`src/rtl/escalonador_rr_if.sv`:
```
// Retire/fetch-redirect bundle between processor and round-robin scheduler.
// master = processor (retire info out, PC load in); slave = scheduler.
interface escalonador_rr_if;
  logic        instr_retire;
  logic [31:0] pc_atual;
  logic        proc_end;
  logic        switch_req;
  logic        pc_load_valid;
  logic [31:0] pc_load_val;

  modport master (
    output instr_retire, pc_atual, proc_end,
    input  switch_req, pc_load_valid, pc_load_val
  );

  modport slave (
    input  instr_retire, pc_atual, proc_end,
    output switch_req, pc_load_valid, pc_load_val
  );
endinterface

```
`src/rtl/escalonador_rr.sv`:
```
// Round-robin process scheduler: counts retires per slice, saves PC, picks next.
// Ports: clock/reset, enable, mask_load/mask_data, cpu (slave bundle), processo_atual, all_done.
module escalonador_rr #(
  parameter int NPROC   = 10,
  parameter int REGION  = 300,
  parameter int QUANTUM = 16,
  parameter int QW      = 16
) (
  input  logic             clock,
  input  logic             reset,
  input  logic             enable,
  input  logic             mask_load,
  input  logic [NPROC-1:0] mask_data,
  escalonador_rr_if.slave  cpu,
  output logic [3:0]       processo_atual,
  output logic             all_done
);

  typedef enum logic [2:0] {
    IDLE, SELECT, LOAD, RUN, SAVE, DONE
  } state_t;

  state_t           state;
  state_t           state_nx;
  logic [NPROC-1:0] ready;
  logic [QW-1:0]    cnt;
  logic [3:0]       next_id;
  logic [31:0]      last_pc;
  logic [31:0]      pc_tab [0:NPROC];

  // ready bits re-indexed by process id (id 0 never ready)
  logic [NPROC:0]   rdy_id;
  logic [3:0]       pick;
  logic             found;
  logic [4:0]       cand;
  logic             q_end;

  assign rdy_id = {ready, 1'b0};
  assign q_end  = (cnt == QW'(QUANTUM - 1));

  // first ready id after the running one, wrapping NPROC -> 1
  always_comb begin
    pick  = '0;
    found = 1'b0;
    cand  = '0;
    for (int k = 1; k <= NPROC; k++) begin
      cand = {1'b0, processo_atual} + 5'(k);
      if (cand > 5'(NPROC))
        cand = cand - 5'(NPROC);
      if (!found && rdy_id[cand[3:0]]) begin
        found = 1'b1;
        pick  = cand[3:0];
      end
    end
  end

  always_comb begin
    state_nx          = state;
    cpu.switch_req    = 1'b0;
    cpu.pc_load_valid = 1'b0;
    cpu.pc_load_val   = '0;
    all_done          = 1'b0;
    case (state)
      IDLE: begin
        if (enable && (|ready))
          state_nx = SELECT;
      end
      SELECT: begin
        cpu.switch_req = 1'b1;
        state_nx       = found ? LOAD : DONE;
      end
      LOAD: begin
        cpu.switch_req    = 1'b1;
        cpu.pc_load_valid = 1'b1;
        cpu.pc_load_val   = pc_tab[next_id];
        state_nx          = RUN;
      end
      RUN: begin
        if (!enable)
          state_nx = SAVE;
        else if (cpu.instr_retire &&
                 (cpu.proc_end || q_end))
          state_nx = SAVE;
      end
      SAVE: begin
        cpu.switch_req = 1'b1;
        state_nx       = enable ? SELECT : IDLE;
      end
      DONE: begin
        cpu.switch_req    = 1'b1;
        cpu.pc_load_valid = 1'b1;
        all_done          = 1'b1;
        state_nx          = IDLE;
      end
      default: state_nx = IDLE;
    endcase
  end

  always_ff @(posedge clock or negedge reset) begin
    if (!reset) begin
      state          <= IDLE;
      ready          <= '0;
      cnt            <= '0;
      next_id        <= '0;
      last_pc        <= '0;
      processo_atual <= '0;
      for (int i = 0; i <= NPROC; i++)
        pc_tab[4'(i)] <= 32'(i * REGION);
    end else begin
      state <= state_nx;
      case (state)
        IDLE: begin
          if (mask_load)
            ready <= mask_data;
        end
        SELECT: begin
          if (found)
            next_id <= pick;
        end
        LOAD: begin
          processo_atual <= next_id;
          cnt            <= '0;
          // saving with no retire restores the slice's entry PC
          last_pc        <= pc_tab[next_id] - 32'd1;
        end
        RUN: begin
          if (cpu.instr_retire) begin
            cnt     <= cnt + QW'(1);
            last_pc <= cpu.pc_atual;
            if (cpu.proc_end)
              ready[processo_atual - 4'd1] <= 1'b0;
          end
        end
        SAVE: begin
          pc_tab[processo_atual] <= last_pc + 32'd1;
        end
        DONE: begin
          processo_atual <= '0;
        end
        default: ;
      endcase
    end
  end

endmodule

```
`src/flat_wrapper.sv`:
```
// flat-port wrapper written by rule: the top's interface ports become plain ports
module escalonador_rr_flat 
#(
  parameter int NPROC   = 10,
  parameter int REGION  = 300,
  parameter int QUANTUM = 16,
  parameter int QW      = 16
)
  (clock, reset, enable, mask_load, mask_data, processo_atual, all_done, cpu_instr_retire, cpu_pc_atual, cpu_proc_end, cpu_switch_req, cpu_pc_load_valid, cpu_pc_load_val);
  escalonador_rr_if cpu_i ();
  input  logic clock;
  input  logic reset;
  input  logic enable;
  input  logic mask_load;
  input  logic [NPROC-1:0] mask_data;
  output logic [3:0] processo_atual;
  output logic all_done;
  input wire logic [$bits(cpu_i.instr_retire)-1:0] cpu_instr_retire;
  input wire logic [$bits(cpu_i.pc_atual)-1:0] cpu_pc_atual;
  input wire logic [$bits(cpu_i.proc_end)-1:0] cpu_proc_end;
  output wire logic [$bits(cpu_i.switch_req)-1:0] cpu_switch_req;
  output wire logic [$bits(cpu_i.pc_load_valid)-1:0] cpu_pc_load_valid;
  output wire logic [$bits(cpu_i.pc_load_val)-1:0] cpu_pc_load_val;
  assign cpu_i.instr_retire = cpu_instr_retire;
  assign cpu_i.pc_atual = cpu_pc_atual;
  assign cpu_i.proc_end = cpu_proc_end;
  assign cpu_switch_req = cpu_i.switch_req;
  assign cpu_pc_load_valid = cpu_i.pc_load_valid;
  assign cpu_pc_load_val = cpu_i.pc_load_val;
  escalonador_rr #(.NPROC(NPROC), .REGION(REGION), .QUANTUM(QUANTUM), .QW(QW)) u_core (.clock(clock), .reset(reset), .enable(enable), .mask_load(mask_load), .mask_data(mask_data), .cpu(cpu_i), .processo_atual(processo_atual), .all_done(all_done));
endmodule
```
`config.mk`:
```
export PLATFORM = sky130hd
export DESIGN_NAME = escalonador_rr_flat
export DESIGN_NICKNAME = d
export VERILOG_FILES = /design/src/rtl/escalonador_rr_if.sv /design/src/rtl/escalonador_rr.sv /design/src/flat_wrapper.sv
export SDC_FILE = /design/constraint.sdc
export NUM_CORES = 1
export LEC_CHECK = 0
export CORE_MARGIN = 2
export CORE_UTILIZATION = 50
export CTS_CLUSTER_SIZE = 16
export DETAILED_ROUTE_END_ITERATION = 16
export HOLD_SLACK_MARGIN = 0.15
export PLACE_DENSITY = 0.77
export SLEW_MARGIN = 10
export SYNTH_ARGS = -nofsm -noshare
export SYNTH_HDL_FRONTEND = slang
export SYNTH_SLANG_ARGS = --single-unit
```
`constraint.sdc`:
```
create_clock -name clock -period 7.75 [get_ports clock]
set_input_delay 1.55 -clock clock [delete_from_list [all_inputs] [get_ports clock]]
set_output_delay 1.55 -clock clock [all_outputs]
set_load 0.005 [all_outputs]
```
* Yosys cells after proc, flatten, opt, wreduce, memory -nomap -nowiden
Cells that the tools add are included.
** Word-level totals
- Bits in registers :: 421
- Input bits :: 48
- Word-level logic and storage cells :: 193
** Cells by class
- Multiplexer cells :: 77
- Add/subtract/negate cells :: 24
- Reductions and logical operators :: 35
- Equal/unequal tests :: 11
- Bitwise logic cells :: 4
- $lt $le $gt $ge :: 25
** Operators by type and width (count)
- $bwmux W352 :: 1
- $mux W32 :: 5
- $bmux W32 S4 :: 1
- $demux W32 S4 :: 1
- $mux W4 :: 20
- $pmux W32 S2 :: 1
- $lt A4 B5 Y1 const B :: 11
- $gt A5 B4 Y1 const B :: 10
- $bmux W1 S4 :: 10
- $sub A4 B4 Y4 const B :: 10
- $add A32 B1 Y32 const B :: 1
- $pmux W16 S2 :: 1
- $sub A32 B1 Y32 const B :: 1
- $mux W10 :: 3
- $mux W1 :: 25
- $add A4 B3 Y5 const B :: 4
- $pmux W10 S2 :: 1
- $add A16 B1 Y16 const B :: 1
- $eq A16 B4 Y1 const B :: 1
- $mux W16 :: 1
- $add A4 B4 Y5 const B :: 3
- $pmux W3 S5 :: 1
- $logic_and A1 B1 Y1 :: 13
- $mux W3 :: 4
- 26 further kinds :: 46

* Longest topological paths before layout
- Word-level depth :: 35
- Gate-level depth with buffers :: 20
- Mapped depth without buffers :: 16

* Least setup slack after synthesis
Ideal clock, no wire load.
- Path type :: flip-flop to flip-flop
- Start :: reg u_core.processo_atual[0]
- End :: reg u_core.next_id[1]
- Setup slack :: 2.929 ns
- Buffers on the path :: 5
- Library setup time :: 0.124 ns
- Clock period less this slack :: 4.821 ns
- Arrival time :: 4.697 ns
- Cell stages (with the launch flop) :: 21
- Cell sequence :: dfrtp_1 > buf_2 > buf_6 > inv_1 > ha_1 > clkbuf_1 > inv_1 > clkbuf_1 > ha_1 > buf_1 > nand2b_1 > o211ai_1 > a22o_1 > a2111oi_1 > a311oi_2 > nand4b_4 > nor4b_4 > nand3_1 > o21ai_0 > a21oi_1 > o31a_1
** On the way
- Longest elaborated chain between the ends :: 34
** Ends and longest elaborated chain
- start, declared :: line escalonador_rr.sv:15 : output logic [3:0] processo_atual,
- start signal, assigned :: line escalonador_rr.sv:121 : processo_atual <= next_id;
- $add A4 B1 Y5 :: line escalonador_rr.sv:47 : cand = {1'b0, processo_atual} + 5'(k);
- $sub A4 B4 Y4 or $gt A5 B4 Y1 (tied branches) :: line escalonador_rr.sv:49, escalonador_rr.sv:48
- $mux W4 :: line escalonador_rr.sv:48 : if (cand > 5'(NPROC))
- $bmux W1 S4 :: line escalonador_rr.sv:50 : if (!found && rdy_id[cand[3:0]]) begin
- $mux W1 (implied by the code) :: line escalonador_rr.sv:50
- $mux W1 :: line escalonador_rr.sv:50
- $logic_not A1 Y1 :: line escalonador_rr.sv:50
- $logic_and A1 B1 Y1 :: line escalonador_rr.sv:50
- [18 not listed]
- $mux W1 :: line escalonador_rr.sv:50
- $logic_not A1 Y1 :: line escalonador_rr.sv:50
- $logic_and A1 B1 Y1 :: line escalonador_rr.sv:50
- $mux W1 :: line escalonador_rr.sv:50
- $logic_not A1 Y1 :: line escalonador_rr.sv:50
- $logic_and A1 B1 Y1 :: line escalonador_rr.sv:50
- $mux W1 :: line escalonador_rr.sv:50
- $reduce_and A2 Y1 (no source line)
- end signal, assigned :: line escalonador_rr.sv:118 : next_id <= pick;
- end, declared :: line escalonador_rr.sv:27 : logic [3:0] next_id;
Several ways; a longest one is shown, not always the timed one. The select of a mux whose other input is x is not followed.
A chain may end at the register's enable or synchronous reset.

* Worst setup path after layout
- Start :: reg u_core.processo_atual[1]
- End :: reg u_core.next_id[1]
Same word-level chain as after synthesis.

==> results.md <==
- Ys flop type: dfrtp_1
- CTS tree: built
- Worst-skew pair later-pin latency: 0.58 ns
- Part of the cycle the worst path needs: 79.1%
- Synth top cells by count: nand2_1 (401), o21ai_0 (330), dfrtp_1 (294)
- HP Start: u_core.pc_tab[128]$_DFFE_PN0P_
- Syn. warnings: 0
- Leak Pwr: 10.1 nW
- Hold Path Cell Cnt: 2
- Crit Reg-Reg Endpoint: u_core.next_id[1]$_DFFE_PN0P_
- Drt wl/cell: 22.3 um
- Synthesis-to-finish area growth: 12.1%
- ANT cells: 0
- Nets: 2316
- Largest net degree at the start of global routing: 76
- Max cap viols: 0
- Total routed wirelength: 63.8 mm
- Total negative slack: 0 ns
- Core Box Area: 44000 um^2
- Power share of the clock group: 17.4%
- Worst Setup Start Kind: flop
- Post-cts sizing count: 0
- Synth Instances: 2212
- H-tree Lvls: 2
- Distinct cells, synth: 85
- Setup Fix Bufs, Post-CTS: 0
- Tot GR Track Use: 27.7%
- Post-layout minimum cycle time: 6.13 ns
- Slew Limit Fails: 0
- Vias per cell: 6.21
- Ranking of synthesized cells by area: dfrtp_1 (33%), edfxtp_1 (13%), o21ai_0 (7.4%)
- Clk sinks: 421
- DP Wirelength: 40.1 mm
- Logic pwr share: 52.8%
- Gpl congestion: 0.913
- Placed cells: 2785
- Hold buffers post-CTS: 0
- First-pass GRT wire length: 100 mm
- Most numerous cell in the Yosys netlist: nand2_1
- Area leader, netlist: dfrtp_1
- Die Area: 46100 um^2
- Sequential-to-total area share from yosys stat: 49.8%
- Max Fclk: 163 MHz
- Net Sw Power: 0.00526 W
- Sequential power share: 29.8%
- Least-Margin Pin Slew: 1.05 ns
- Total grt overflow: 0
- Total power: 0.0117 W
- Clock skew: 0.0189 ns
- Status: completed
- CP max FO: 22
- Die H: 215 um
- Row count: 77
- Post-synth top area share: 33.2%
- CTS buffer count: 44
- Clk slew on worst S/H paths: 0.06 ns
- Origin of the critical flop-to-flop path: u_core.processo_atual[1]$_DFFE_PN0P_
- Syn nets: 2289
- R2R setup slack: 1.62 ns
- WHS Endpoint: u_core.pc_tab[128]$_DFFE_PN0P_
- Initial antenna violation count: 0
- Sw frac: 45.0%
- Clock Path Buffers: 3
- Final setup viols: 0
- Worst Setup SP: u_core.processo_atual[1]$_DFFE_PN0P_
- Relative slew slack: 29.1%
- Ys async rst share: 77.2%
- Drc violations: 0
- Drt pass-1 iters: 6
- P_int: 0.00643 W
- Syn Area/Cell: 10.0 um^2
- Root Driver: clkbuf_16
- Vias in the first global route: 17659
- Hold Crit Class: reg2reg
- Critical path class: reg2reg
- Routed Antenna Nets: 0
- Endpoints failing hold: 0
- WP data required: 8.21 ns
- Reg2Reg Depth: 15
- Critical Path AT: 6.59 ns
- Number of DRC markers in iteration 0: 1814
- Ports: 87
- Mapped cell area: 22200 um^2
- Cell Count, Final, Fillers Out: 2866
- Vias: 17790
- Layout cells sized above 1: 12.1%
- Max VDD drop: 0.252 mV
- Flops & latches, synth: 421
- EDFF count, synth: 96
- RSZ-0062 raised after global routing: no
- Crit end category: flop
- PwrDens: 470 nW/um^2
- PortBufs: 86
- Initial core utilization: 50.4%
- Die Width: 215 um
==> critical path, stage by stage, from the launching register on <==
cell and delay [ns]:
dfrtp_1 0.83, inv_2 0.29, ha_1 0.85, inv_1 0.43, ha_1 0.44, nand2b_1 0.19
o211ai_1 0.37, a22o_1 0.31, a2111oi_1 0.15, a311oi_2 0.58, nand4b_4 0.24, nor4b_4 0.61
nand3_1 0.17, o21ai_0 0.20, a21oi_1 0.08, o31a_1 0.28
==> flip-flops by register name, summed over array words and instances, names as in the netlist <==
signal / flops
u_core.cnt: 16
u_core.last_pc: 32
u_core.next_id: 4
u_core.pc_tab: 352
u_core.processo_atual: 4
u_core.ready: 10
u_core.state: 3
==> stage by stage <==
| stage | hold slack, ns | setup WS (ns) | instance area (um^2) | utilization, % |
|---|---|---|---|---|
| after floorplan | 0.445 | 2.93 | 22200 | - |
| after global placement | 0.456 | 1.88 | 23500 | 53.4 |
| after detailed placement | 0.466 | 1.70 | 23500 | 53.4 |
| after CTS | 0.481 | 1.70 | 24900 | 56.5 |
| after global routing | 0.497 | 1.01 | 24900 | 56.5 |
| final | 0.474 | 1.62 | 24900 | 56.5 |
==> power by group through the flow <==
stage | clock network [W] | logic (W) | registers (W)
floorplan | 0 | 0.00448 | 0.00324
global placement | 0 | 0.00593 | 0.00345
detailed placement | 0 | 0.00603 | 0.00350
CTS | 0.00204 | 0.00609 | 0.00347
global route | 0.00213 | 0.00673 | 0.00355
finish | 0.00203 | 0.00618 | 0.00348
==> cells in the final DEF, fill, tap and decap left out, types with 47 or more instances in the layout <==
cell type        synthesis  routed
dfrtp_1                294     292
edfxtp_1                96      96
nor2_1                 138     138
o21ai_0                330     330
nand2_1                401     392
a21oi_1                 83      82
clkdlybuf4s50_1          0      85
xnor2_1                 47      47
inv_1                   53      53
mux2_2                  50      50
mux4_2                  64      64
==> how the worst max path moves through the flow <==
stage                                               end  slack, ns  depth (start not counted)
final                     u_core.next_id[1]$_DFFE_PN0P_       1.62                         15
after global routing      u_core.next_id[1]$_DFFE_PN0P_       1.01                         15
after CTS                 u_core.next_id[1]$_DFFE_PN0P_       1.70                         15
after detailed placement  u_core.next_id[1]$_DFFE_PN0P_       1.70                         15
after global placement    u_core.next_id[1]$_DFFE_PN0P_       1.88                         15
after floorplan           u_core.next_id[1]$_DFFE_PN0P_       2.93                         20
==> layout make-up <==
type                    count  area (um^2)
clock buffers              63         1220
clock inverters            18          134
fillers                  3724        19200
inverters                  56          210
multi-input cells        1598        10400
flip-flops and latches    421        11100
well taps                 592          741
repair buffers            118         1110
==> per-layer routing <==
metal  track usage [%]  part of all wire, %
met1              37.8                   42
met5                 0                    0
met2              44.8                   47
met3              5.11                  8.5
met4              9.47                  2.7
==> logic make-up after synthesis <==
logic type / synth area share (%)
AOI/OAI and AO/OA: 15.7
xor gates and xnor gates: 3.36
adders and majority gates: 1.67
buffers and inverters: 3.51
DFF: 49.8
muxes: 10.6
and+or+nand+nor: 15.3
Power figures use the tool's default switching activity.
